[src/rtl/cross_patterns_scan.sv]
// Finder-pattern cross stage: scans per-row and per-column flag vectors,
// merges gap-tolerant runs of flagged lines and reports each accepted
// run's midpoint as a finder-center coordinate for that axis.
module cross_patterns_scan #(
    parameter int unsigned DIM         = 480,
    parameter int unsigned COORD_W     = 9,
    parameter int unsigned NUM_CENTERS = 3,
    parameter int unsigned MIN_RUN     = 3,
    parameter int unsigned GAP_TOL     = 1
) (
    input  logic                           clk_in,
    input  logic                           rst_in,
    input  logic [DIM-1:0]                 horz_patterns,
    input  logic [DIM-1:0]                 vert_patterns,
    input  logic                           start_cross,
    input  logic [2*COORD_W-1:0]           win_x,
    input  logic [2*COORD_W-1:0]           win_y,
    output logic                           busy,
    output logic [NUM_CENTERS*COORD_W-1:0] centers_x,
    output logic [NUM_CENTERS*COORD_W-1:0] centers_y,
    output logic [COORD_W-1:0]             count_x,
    output logic [COORD_W-1:0]             count_y,
    output logic                           centers_valid,
    output logic                           centers_not_found_error
);

    localparam logic [COORD_W-1:0] LastIdx    = COORD_W'(DIM - 1);
    localparam logic [COORD_W-1:0] GapTol     = COORD_W'(GAP_TOL);
    localparam logic [COORD_W-1:0] NumCenters = COORD_W'(NUM_CENTERS);
    localparam logic [COORD_W-1:0] OneW       = COORD_W'(1);
    localparam logic [COORD_W:0]   MinRun     = (COORD_W + 1)'(MIN_RUN);
    localparam logic [COORD_W:0]   OneW1      = (COORD_W + 1)'(1);

    typedef enum logic [1:0] {StIdle, StScan, StFlush, StDone} state_e;

    state_e             state_q, state_d;
    logic [COORD_W-1:0] idx_q;
    logic               start_go;

    assign start_go = (state_q == StIdle) && start_cross;
    assign busy     = (state_q != StIdle);

    // Next-state decode for the scan sequencer
    always_comb begin
        state_d = state_q;
        unique case (state_q)
            StIdle:  if (start_cross) state_d = StScan;
            StScan:  if (idx_q == LastIdx) state_d = StFlush;
            StFlush: state_d = StDone;
            StDone:  state_d = StIdle;
            default: state_d = StIdle;
        endcase
    end

    // Sequencer state, line index and the completion pulses
    always_ff @(posedge clk_in or posedge rst_in) begin
        if (rst_in) begin
            state_q                 <= StIdle;
            idx_q                   <= '0;
            centers_valid           <= 1'b0;
            centers_not_found_error <= 1'b0;
        end else begin
            state_q                 <= state_d;
            centers_valid           <= 1'b0;
            centers_not_found_error <= 1'b0;
            if (start_go) begin
                idx_q <= '0;
            end else if (state_q == StScan && idx_q != LastIdx) begin
                idx_q <= idx_q + OneW;
            end
            if (state_q == StDone) begin
                if (g_axis[0].count_q == NumCenters && g_axis[1].count_q == NumCenters) begin
                    centers_valid <= 1'b1;
                end else begin
                    centers_not_found_error <= 1'b1;
                end
            end
        end
    end

    // Axis 0 scans rows (horz_patterns / win_y), axis 1 scans columns.
    for (genvar a = 0; a < 2; a++) begin : g_axis
        logic [DIM-1:0]                 pat_in, pat_q;
        logic [2*COORD_W-1:0]           win_in;
        logic [COORD_W-1:0]             lo_in, hi_in, lo_q, hi_q;
        logic                           run_open_q;
        logic [COORD_W-1:0]             run_start_q, run_last_q, gap_q, count_q;
        logic [NUM_CENTERS*COORD_W-1:0] centers_q;
        logic                           bit_on, run_close, run_accept;
        logic [COORD_W:0]               run_len, center_sum;

        assign pat_in = (a == 0) ? horz_patterns : vert_patterns;
        assign win_in = (a == 0) ? win_y : win_x;
        // Window bounds beyond the last line are pulled back onto it
        assign lo_in  = (win_in[COORD_W-1:0] > LastIdx) ? LastIdx : win_in[COORD_W-1:0];
        assign hi_in  = (win_in[2*COORD_W-1:COORD_W] > LastIdx) ?
                        LastIdx : win_in[2*COORD_W-1:COORD_W];

        // Windowed bit, run-close and acceptance decisions for this cycle
        always_comb begin
            bit_on = 1'b0;
            if (state_q == StScan) begin
                bit_on = pat_q[idx_q] && (idx_q >= lo_q) && (idx_q <= hi_q);
            end
            // A run closes on its (GAP_TOL+1)-th consecutive 0, or at the end of the vector
            run_close  = run_open_q && ((state_q == StFlush) ||
                         (state_q == StScan && !bit_on && gap_q == GapTol));
            run_len    = {1'b0, run_last_q} - {1'b0, run_start_q} + OneW1;
            center_sum = {1'b0, run_start_q} + {1'b0, run_last_q};
            run_accept = run_close && (run_len >= MinRun);
        end

        // Latch inputs on start, then track runs and record accepted centers
        always_ff @(posedge clk_in or posedge rst_in) begin
            if (rst_in) begin
                pat_q       <= '0;
                lo_q        <= '0;
                hi_q        <= '0;
                run_open_q  <= 1'b0;
                run_start_q <= '0;
                run_last_q  <= '0;
                gap_q       <= '0;
                count_q     <= '0;
                centers_q   <= '0;
            end else if (start_go) begin
                pat_q       <= pat_in;
                lo_q        <= lo_in;
                hi_q        <= hi_in;
                run_open_q  <= 1'b0;
                run_start_q <= '0;
                run_last_q  <= '0;
                gap_q       <= '0;
                count_q     <= '0;
                centers_q   <= '0;
            end else begin
                if (bit_on) begin
                    run_open_q <= 1'b1;
                    if (!run_open_q) run_start_q <= idx_q;
                    run_last_q <= idx_q;
                    gap_q      <= '0;
                end else if (run_close) begin
                    run_open_q <= 1'b0;
                    gap_q      <= '0;
                end else if (run_open_q && state_q == StScan) begin
                    gap_q <= gap_q + OneW;
                end
                if (run_accept) begin
                    // Runs past the last slot are counted but not stored
                    for (int k = 0; k < int'(NUM_CENTERS); k++) begin
                        if (count_q == COORD_W'(k)) begin
                            centers_q[k*COORD_W +: COORD_W] <= center_sum[COORD_W:1];
                        end
                    end
                    if (count_q != '1) count_q <= count_q + OneW;
                end
            end
        end
    end

    assign centers_y = g_axis[0].centers_q;
    assign count_y   = g_axis[0].count_q;
    assign centers_x = g_axis[1].centers_q;
    assign count_x   = g_axis[1].count_q;

endmodule
[config.mk]
export PLATFORM = sky130hd
export DESIGN_NAME = cross_patterns_scan
export DESIGN_NICKNAME = d
export VERILOG_FILES = /design/src/rtl/cross_patterns_scan.sv
export SDC_FILE = /design/constraint.sdc
export NUM_CORES = 2
export LEC_CHECK = 0
export ABC_AREA = 0
export BUFFER_PORTS_ARGS = -buffer_cell sky130_fd_sc_hd__buf_2
export CAP_MARGIN = 20
export CORE_AREA = 2 2 420 422
export DETAILED_ROUTE_END_ITERATION = 8
export DIE_AREA = 0 0 422 424
export PLACE_DENSITY = 0.54
export SYNTH_ARGS = -nofsm -noshare
export SYNTH_HDL_FRONTEND = slang
export SYNTH_SLANG_ARGS = --single-unit
[constraint.sdc]
create_clock -name clk_in -period 56 [get_ports clk_in]
set_input_delay 11.2 -clock clk_in [delete_from_list [all_inputs] [get_ports clk_in]]
set_output_delay 11.2 -clock clk_in [all_outputs]
set_load 0.02 [all_outputs]
==> impl_results.md <==
- Result of the run: finished, final reports clean
- Synthesized area: 54000 sq um
- Placed standard-cell area: 61500 sq um
- Die outline width: 422 microns
- Slew Limit Fails: 0
- Post-cts gate resize count: 0
- Number of synthesized flops with an enable pin: 0
- Highest Clock Rate: 66.8 MHz
- Bufs on Longest Clock Path: 3
- Fraction of power spent switching nets: 23.4%
- Vertical die dimension: 424 microns
- Sequential cell area fraction in the yosys report: 52.7%
- Global-route wire length before repair: 304000 microns
- RSZ-0062 raised after global routing: false
- Power per cell area: 27.2 nW/um^2
- First-iteration detailed-routing DRC count: 4043
- Number of maximum-capacitance constraint violations: 0
- IO Count: 1074
- Logic gate share of total power: 3.6%
- Avg Inst Size Synth: 9.24 sq um
- Register-to-register setup slack: 49.00 ns
- Clock net sink count: 1137
- Pin count of the biggest net entering global routing: 146
- Worst hold-check path type: register to register
- Share of the clock period used by the worst path: 26.7%
- WP data arrival: 15.79 ns
- Antenna violations before repair: 107
- Global Route Usage Sum: 23.2%
- Placer Congestion: 0.890
- Number of synthesis warnings: 0
- Max-Slew Margin vs Limit: 22.2%
- Maximum ir drop on the vdd rail: 0.0250 mV
- Post-Route WL: 211000 microns
- Launching element type of the critical path: input port
- Flop and latch count out of synthesis: 1137
- HPWL reported at the end of detailed placement: 153000 microns
- DRC errors left: 0
- Root buf cell: sky130_fd_sc_hd__clkbuf_16
- Fraction of layout instances using a drive strength above 1: 23.4%
- Standby leakage power: 35.1 nW
- Placement row count: 154
- TritonCTS clock tree: built
- Post-detailed-route via-to-cell ratio: 4.89
- TritonCTS Buffers: 135
- Dominant cell type by count on the critical path: sky130_fd_sc_hd__buf_4
- Critical path peak fanout: 145
- Slowest library cell on the worst path: sky130_fd_sc_hd__buf_4
- Layout net count: 7898
- Clock Power Share: 50.8%
- Post-synthesis cell type count: 82
- Cells after synthesis: 5840
- Number of nets in the synthesized netlist: 6951
- Final core utilization: 37.9%
- Net switching power: 421 uW
- Share of total power in sequential cells: 45.6%
- Via count of the first global-routing pass: 45300
- Worst skew pair latency: 0.83 ns
- Sort of element at the end of the critical path: asynchronous set/reset pin
- Effective utilization at floorplan: 30.8%
- H-tree levels: 4
- Setup skew after layout: 0.0477 ns
- Internal power summed over all cells: 1.38 mW
- Crit path cell chain: buf_2 -> inv_8 -> buf_12 -> buf_4 -> buf_4 -> buf_4 -> buf_4
- Clock-pin transition on the worst setup and hold timing paths: 0.06 ns
- Post CTS Setup Buffer Count: 0
- Non-Filler Cell Area, Final: 66300 sq um
- Average wire per cell in the routed design: 22.7 microns
- Top FF cell, synth: sky130_fd_sc_hd__dfrtp_1
- Number of nets with antenna violations after routing: 0
- Fraction of synthesis flops using an asynchronous set or reset pin: 100%
- Shortest clock period the worst path allows after layout: 14.98 ns
- Final Setup Violations: 0
- Overflow left after global routing: 0
- Category of the most critical setup path: input port to asynchronous set/reset pin
- CP max stage delay: 0.80 ns
- Syn-to-layout area delta: 22.8%
- Data required time at the worst endpoint: 56.81 ns
- Total vias in the final route: 45500
- Port Buf Inserts: 1073
- DIE AREA: 179000 sq um
- Placeable core region: 175000 sq um
- CTS Hold Buffers Added: 0
- Final hold violations: 0
- Detailed Routing Iterations Pass 1: 5
- Transition time of the tightest slew-check pin: 1.16 ns
- Aggregate negative setup slack: 0 ns
==> placed cells by master (no fill, tap or decap), drive strengths merged, types with 58 or more instances in the layout <==
cell type	n
nand2	3031
dfrtp	1137
inv	108
mux4	181
diode	64
clkbuf	189
ha	108
mux2i	193
o21ai	71
a21oi	74
buf	1160
nand3	58
nor2	107
==> worst paths after layout <==
check                                          from              endpoint  depth (start not counted)
worst max-delay path                         rst_in    g_axis[0].pat_q[0]                          7
worst min-delay path            g_axis[0].pat_q[21]   g_axis[0].pat_q[21]                          2
worst max register to register             idx_q[0]            count_y[7]                         14
worst min register to register  g_axis[0].pat_q[21]   g_axis[0].pat_q[21]                          2
max in group clk_in                     start_cross   g_axis[0].pat_q[18]                          7
min in group asynchronous                    rst_in  g_axis[1].pat_q[133]                          2
==> layout make-up <==
class                   instances  area, sq um
well taps                    2340         2930
clock buffers                 189         3910
clock inverters                53          674
multi-input cells            4250        23600
flip-flops and latches       1137        28500
inverters                     103          395
repair buffers               1160         6120
fillers                     17900       109000
diodes                         64          160
==> per-stage QoR <==
stage                     instances  hold slack, ns  power (mW)  worst slack, ns
after floorplan                5840           0.437       0.851            12.78
after global placement         8986           0.451       0.901            39.70
after detailed placement       8987           0.455       0.901            39.61
after CTS                      9229           0.469        1.82            40.49
after global routing           9286           0.483        1.86            40.17
final                          9296           0.467        1.80            41.02
==> cells in the mapped netlist, types with 13 or more instances <==
cell type / number / area [sq um]
sky130_fd_sc_hd__inv_1: 102 / 383
sky130_fd_sc_hd__xor2_1: 22 / 193
sky130_fd_sc_hd__dfrtp_1: 1137 / 28500
sky130_fd_sc_hd__buf_4: 19 / 143
sky130_fd_sc_hd__a211oi_1: 23 / 173
sky130_fd_sc_hd__o21ai_0: 70 / 350
sky130_fd_sc_hd__buf_1: 14 / 52.6
sky130_fd_sc_hd__clkbuf_1: 269 / 1010
sky130_fd_sc_hd__mux2_2: 14 / 158
sky130_fd_sc_hd__o221ai_1: 25 / 219
sky130_fd_sc_hd__nor3_1: 18 / 90.1
sky130_fd_sc_hd__nor2_1: 102 / 383
sky130_fd_sc_hd__nor2b_1: 17 / 106
sky130_fd_sc_hd__a21o_1: 14 / 105
sky130_fd_sc_hd__a22oi_1: 22 / 165
sky130_fd_sc_hd__mux4_2: 178 / 4010
sky130_fd_sc_hd__o22ai_1: 34 / 213
sky130_fd_sc_hd__nand2b_1: 15 / 93.8
sky130_fd_sc_hd__a21oi_1: 74 / 370
sky130_fd_sc_hd__nand2_1: 3031 / 11400
sky130_fd_sc_hd__nand3_1: 58 / 290
sky130_fd_sc_hd__nand4_1: 17 / 106
sky130_fd_sc_hd__mux2i_1: 193 / 1930
sky130_fd_sc_hd__buf_6: 13 / 146
sky130_fd_sc_hd__buf_2: 31 / 155
sky130_fd_sc_hd__xnor2_1: 22 / 193
sky130_fd_sc_hd__o31ai_1: 15 / 113
sky130_fd_sc_hd__ha_1: 108 / 1350
==> cells by family (layout without fill, tap and decap cells) <==
kind of cell	count (synthesis)	after routing	synth area share (%)
AO/OA/AOI/OAI	381	381	4.84
XOR/XNOR	44	44	0.714
adder cells (fa/ha/maj)	112	112	2.65
buffers and inverters	453	1505	3.64
flip-flops	1137	1137	52.7
multiplexers	389	389	11.5
other	0	64	0
AND/OR/NAND/NOR	3324	3324	24.0
==> critical path: cells and delay by family <==
family,cells,cell delay [ns]
buffers and inverters,7,4.17
==> sequential cells by signal, indices dropped and copies added, names as in the netlist, 9 cells and up <==
| register | cells |
|---|---|
| g_axis.run_last_q | 18 |
| g_axis.hi_q | 18 |
| g_axis.pat_q | 960 |
| g_axis.run_start_q | 18 |
| g_axis.gap_q | 18 |
| count_x | 9 |
| g_axis.lo_q | 18 |
| centers_x | 27 |
| idx_q | 9 |
| centers_y | 27 |
| count_y | 9 |
==> power by group through the flow <==
| stage | combinational (mW) | clock (mW) | sequential (mW) |
|---|---|---|---|
| after global placement | 0.0648 | 0 | 0.837 |
| after floorplan | 0.0127 | 0 | 0.838 |
| after detailed placement | 0.0647 | 0 | 0.837 |
| after global routing | 0.0694 | 0.972 | 0.821 |
| final | 0.0644 | 0.916 | 0.822 |
| after CTS | 0.0651 | 0.936 | 0.822 |
==> routing by layer <==
layer / GRT usage, % / wire length [microns] / part of all wire (%)
met4: 10.6 / 8680 / 4.1
met3: 4.06 / 11900 / 5.6
met5: 0 / 150 / 0.071
met2: 37.6 / 103000 / 49
met1: 30.1 / 87500 / 42
(Power assumes the default switching activity.)
